==> config.mk <==
export PLATFORM = sky130hd
export DESIGN_NAME = mult_div_unit
export DESIGN_NICKNAME = d
export VERILOG_FILES = /design/src/rtl/mult_div_unit.sv
export SDC_FILE = /design/constraint.sdc
export NUM_CORES = 1
export LEC_CHECK = 0
export BUFFER_PORTS_ARGS = -buffer_cell sky130_fd_sc_hd__buf_2
export CAP_MARGIN = 20
export CORE_MARGIN = 2
export CORE_UTILIZATION = 36
export DETAILED_ROUTE_END_ITERATION = 8
export PLACE_DENSITY_LB_ADDON = 0.12
export SLEW_MARGIN = 10
export SYNTH_ARGS = -nofsm -noshare
export SYNTH_HDL_FRONTEND = slang
export SYNTH_SLANG_ARGS = --single-unit
==> constraint.sdc <==
create_clock -name clk -period 5.03 [get_ports clk]
set_input_delay 0.7545 -clock clk [delete_from_list [all_inputs] [get_ports clk]]
set_output_delay 0.7545 -clock clk [all_outputs]
set_load 0.05 [all_outputs]
==> src/rtl/mult_div_unit.sv <==
// Iterative multiply/divide unit that owns the HI/LO pair. It produces one
// quotient or product bit per clock, and results land after WIDTH+1 cycles.
module mult_div_unit #(
  parameter int WIDTH = 32
) (
  input  logic             clk,
  input  logic             reset,
  input  logic             start,
  input  logic [1:0]       op,
  input  logic [WIDTH-1:0] data_1,
  input  logic [WIDTH-1:0] data_2,
  input  logic             mthi,
  input  logic             mtlo,
  input  logic [WIDTH-1:0] wr_data,
  output logic [WIDTH-1:0] hi,
  output logic [WIDTH-1:0] lo,
  output logic             busy,
  output logic             done,
  output logic             div_by_zero
);

  localparam int CW = $clog2(WIDTH);
  localparam logic [CW-1:0] LAST = CW'(WIDTH - 1);

  typedef enum logic [1:0] {IDLE, RUN, FIX} state_t;

  state_t             state_reg, state_next;
  logic [CW-1:0]      cnt_reg;
  logic [2*WIDTH-1:0] acc_reg, acc_next;
  logic [WIDTH-1:0]   opnd_reg;
  logic               is_div_reg, neg_q_reg, neg_r_reg, dz_reg;
  logic [WIDTH-1:0]   hi_reg, lo_reg;
  logic               busy_reg, done_reg, dz_out_reg;

  logic               sign_1, sign_2;
  logic [WIDTH-1:0]   mag_1, mag_2;
  logic [WIDTH:0]     mul_sum, rem_sh, diff;
  logic [2*WIDTH-1:0] prod_fix;
  logic [WIDTH-1:0]   quo, rem, hi_res, lo_res;

  always_ff @(posedge clk or posedge reset) begin
    if (reset) state_reg <= IDLE;
    else       state_reg <= state_next;
  end

  always_comb begin
    state_next = state_reg;
    case (state_reg)
      IDLE:    if (start) state_next = RUN;
      RUN:     if (cnt_reg == LAST) state_next = FIX;
      FIX:     state_next = IDLE;
      default: state_next = IDLE;
    endcase
  end

  // Signed ops run on magnitudes; the signs are reapplied in FIX.
  always_comb begin
    sign_1 = ~op[0] & data_1[WIDTH-1];
    sign_2 = ~op[0] & data_2[WIDTH-1];
    mag_1  = sign_1 ? -data_1 : data_1;
    mag_2  = sign_2 ? -data_2 : data_2;
  end

  // Multiply keeps the multiplier in the low half and shifts right; divide
  // shifts the dividend left into the remainder half and collects quotient bits.
  always_comb begin
    mul_sum = {1'b0, acc_reg[2*WIDTH-1:WIDTH]} + {1'b0, (acc_reg[0] ? opnd_reg : '0)};
    rem_sh  = acc_reg[2*WIDTH-1:WIDTH-1];
    diff    = rem_sh - {1'b0, opnd_reg};
    if (!is_div_reg)
      acc_next = {mul_sum, acc_reg[WIDTH-1:1]};
    else if (diff[WIDTH])
      acc_next = {rem_sh[WIDTH-1:0], acc_reg[WIDTH-2:0], 1'b0};
    else
      acc_next = {diff[WIDTH-1:0], acc_reg[WIDTH-2:0], 1'b1};
  end

  // A zero divisor leaves the dividend magnitude as remainder, so the sign fix
  // restores the original dividend into HI; only LO needs forcing.
  always_comb begin
    prod_fix = neg_q_reg ? -acc_reg : acc_reg;
    quo      = acc_reg[WIDTH-1:0];
    rem      = acc_reg[2*WIDTH-1:WIDTH];
    if (is_div_reg) begin
      lo_res = dz_reg ? '1 : (neg_q_reg ? -quo : quo);
      hi_res = neg_r_reg ? -rem : rem;
    end else begin
      lo_res = prod_fix[WIDTH-1:0];
      hi_res = prod_fix[2*WIDTH-1:WIDTH];
    end
  end

  always_ff @(posedge clk or posedge reset) begin
    if (reset) begin
      cnt_reg    <= '0;
      acc_reg    <= '0;
      opnd_reg   <= '0;
      is_div_reg <= 1'b0;
      neg_q_reg  <= 1'b0;
      neg_r_reg  <= 1'b0;
      dz_reg     <= 1'b0;
      hi_reg     <= '0;
      lo_reg     <= '0;
      busy_reg   <= 1'b0;
      done_reg   <= 1'b0;
      dz_out_reg <= 1'b0;
    end else begin
      done_reg   <= 1'b0;
      dz_out_reg <= 1'b0;
      case (state_reg)
        IDLE: begin
          if (start) begin
            cnt_reg    <= '0;
            busy_reg   <= 1'b1;
            is_div_reg <= op[1];
            neg_q_reg  <= sign_1 ^ sign_2;
            neg_r_reg  <= sign_1;
            dz_reg     <= op[1] && (data_2 == '0);
            acc_reg    <= op[1] ? {{WIDTH{1'b0}}, mag_1} : {{WIDTH{1'b0}}, mag_2};
            opnd_reg   <= op[1] ? mag_2 : mag_1;
          end else begin
            if (mthi) hi_reg <= wr_data;
            if (mtlo) lo_reg <= wr_data;
          end
        end
        RUN: begin
          acc_reg <= acc_next;
          cnt_reg <= cnt_reg + 1'b1;
        end
        FIX: begin
          hi_reg     <= hi_res;
          lo_reg     <= lo_res;
          busy_reg   <= 1'b0;
          done_reg   <= 1'b1;
          dz_out_reg <= dz_reg;
        end
        default: ;
      endcase
    end
  end

  assign hi          = hi_reg;
  assign lo          = lo_reg;
  assign busy        = busy_reg;
  assign done        = done_reg;
  assign div_by_zero = dz_out_reg;

endmodule

==> flow_metrics.tcl <==
set metrics [dict create \
    grt_max_degree 87 \
    ys_types 73 \
    path_cells "inv_1 > ha_1 > fa_1 > nand2b_1 > a21oi_1 > a211oi_1 > o211ai_1 > buf_4 > a211oi_1 > o31ai_1 > a311o_1 > and2_2 > buf_4 > mux2_2 > o21a_1" \
    fp-row-count 73 \
    power_density_nw_per_um2 794 \
    slowest_stage "o31ai_1" \
    postRouteAntennaNets 0 \
    num-fill-cells 4080 \
    hpwlAfterDp_um 40500 \
    synthFlopType "dfrtp_1" \
    synth_edf_count 0 \
    yosys_warnings 0 \
    h-tree-depth 4 \
    rsz0062_at_grt "no" \
    cts_hold_buf 0 \
    fin_crit_ps 4050 \
    drt_iter0_markers 1275 \
    start_util_pct 36.6 \
    tightest_slew_ps 981 \
    finalCritPeriodShare_pct 80.6 \
    placed_cells 2401 \
    hp-class "primary input to asynchronous set/reset pin" \
    path_class "flop to flop" \
    netlist_instances 1788 \
    viasPerCell 5.70 \
    cts_tree "built" \
    ys_seq_area_share_pct 29.9 \
    cts_made_buffers 17 \
    synth_seq_cells 174 \
    drc 0 \
    clock_sinks 174 \
    setup_viol 0 \
    fin_worst_skew_ps 11.8 \
    vdd_drop_max_v 0.000282 \
    worstSkewPairLatency_ps 460 \
    wl_um 51900 \
    slowest_delay_ps 460 \
    post_cts_resize_count 0 \
    overflow 0 \
    diodes 0 \
    finalNonFillerCells 2434 \
    io_pins 170 \
    core_um2 39800 \
    syn_to_final_growth_pct 13.6 \
    critPathMaxFanout 19 \
    dr.pass1.iters 5 \
    finalNetCount 2071 \
    drv_slew 0 \
    grt_antenna_before_repair 0 \
    syn_area_um2 14600 \
    grt_pass1_vias 12833 \
    crit_path_end_kind "flop" \
    required_ps 5380 \
    final_hold_viol_count 0 \
    groute.usage.overall_pct 24.5 \
    cts.clk_slew.worst_paths_ps 70 \
    die_h_um 205 \
    largest_reg_flops 64 \
    post_cts_buffers 0 \
    async_flop_share_pct 100 \
    arrival_ps 4400 \
    p_leak_nw 7.09 \
    cap_violations 0 \
    wire_per_inst_um 21.3 \
    syn_nets 1963 \
    port_buffers 169 \
    synth.avg_cell_area_um2 8.14 \
    status "completed" \
    grt_first_pass_wirelength_um 78400 \
    num_vias 13872 \
    die_w_um 205 \
    drive_gt1_share_pct 14.1 \
    startpoint_type "flop" \
    cts-root-buf "clkbuf_16" \
    utilization_pct 41.5 \
    slew_headroom_pct 34.6 \
    cts.path.max_buffers 2 \
    fp.dieArea_um2 42100 \
    fmax_mhz 247 \
    finalSetupTns_ps 0 \
    place.gp.congestion 0.901 \
]
==> layer usage <==
layer	wire length [µm]	vias up	GRT usage (%)
li1	-	6748	-
met1	25300	6695	36.1
met2	22900	386	37.4
met3	2690	43	3.02
met4	1090	0	6.86
met5	0	-	0
==> per-stage QoR <==
stage          area, µm²  hold WS (ps)  power, mW  setup WS [ps]
2_1_floorplan      14600           450       9.30           1470
3_3_place_gp       15900           455       11.6           1160
3_5_place_dp       15900           464       11.7           1070
4_1_cts            16500           480       13.1           1050
5_1_grt            16500           517       14.2            794
6_report           16500           471       13.1            976
==> placed cells by master, fill, tap and decap left out, types with 37 or more instances in the layout <==
cell type	count
inv_1	64
mux2i_1	76
nor2b_1	37
a21oi_1	169
nand2_1	139
ha_1	70
buf_2	169
o21ai_0	160
xnor2_1	85
xor2_1	78
a211oi_1	59
nor2_1	136
dfrtp_1	173
==> power breakdown <==
part | leakage [nW] | internal (mW) | total [mW] | switching (mW)
clock network | 0.287 | 0.718 | 1.38 | 0.660
logic | 4.73 | 3.37 | 8.79 | 5.42
registers | 2.08 | 2.11 | 2.96 | 0.853
total | 7.09 | 6.20 | 13.1 | 6.93
==> cell families (layout without fill, tap and decap cells) <==
logic type | after synthesis | after routing | share of synthesized area [%]
simple gates | 505 | 505 | 17.0
compound gates | 614 | 614 | 26.7
fa+ha+maj | 72 | 72 | 6.29
mux | 80 | 80 | 5.53
flops | 174 | 174 | 29.9
xor+xnor | 163 | 163 | 9.81
buf+inv | 180 | 301 | 4.73
==> layout make-up <==
type | count | area [µm²] | share of cell area [%]
inverters | 66 | 251 | 1.52
clock buffers | 19 | 443 | 2.68
multi-input cells | 1434 | 9540 | 57.7
clock inverters | 13 | 144 | 0.870
repair buffers | 203 | 1150 | 6.93
flip-flops and latches | 174 | 4360 | 26.3
well taps | 525 | 657 | 3.97
==> synth_stat cells, types with 9 or more instances <==
library cell | n | area share, %
xnor2_1 | 85 | 5.1
o21ai_0 | 160 | 5.5
a221o_1 | 31 | 2.1
or4_1 | 11 | 0.57
a22oi_1 | 21 | 1.1
nor2b_1 | 38 | 1.6
nand2_1 | 140 | 3.6
a21oi_1 | 169 | 5.8
nand3_1 | 35 | 1.2
a211oi_1 | 59 | 3.0
nor3_1 | 26 | 0.89
a31oi_1 | 27 | 1.2
o31ai_1 | 18 | 0.93
nand2b_1 | 25 | 1.1
o211ai_1 | 31 | 1.6
or3_1 | 17 | 0.73
mux2i_1 | 76 | 5.2
inv_1 | 66 | 1.7
nor2_1 | 138 | 3.6
clkbuf_1 | 89 | 2.3
ha_1 | 70 | 6.0
a21o_1 | 22 | 1.1
dfrtp_1 | 174 | 30
nor4_1 | 14 | 0.60
xor2_1 | 78 | 4.7
and2_1 | 11 | 0.47
buf_1 | 19 | 0.49
and3_1 | 9 | 0.39
==> worst max-delay path, delay by kind of cell, from the launching register on <==
| family | cells | cell delay, ps |
|---|---|---|
| buffers and inverters | 3 | 570 |
| flip-flops | 1 | 400 |
| adder cells (fa/ha/maj) | 2 | 610 |
| multiplexers | 1 | 370 |
| AO/OA/AOI/OAI | 7 | 1590 |
| AND/OR/NAND/NOR | 2 | 390 |
==> path summary, 6_finish.rpt <==
kind / cells past startpoint / start / slack [ps] / endpoint
worst max-delay path: 15 / acc_reg[31] / 980 / acc_reg[59]
max in group asynchronous: 3 / reset / 3320 / acc_reg[48]
worst min register to register: 2 / busy / 480 / busy
min in group clk: 2 / busy / 480 / busy
worst min-delay path: 2 / reset / 470 / lo[3]
worst max register to register: 15 / acc_reg[31] / 980 / acc_reg[59]
(Power assumes the default switching activity.)
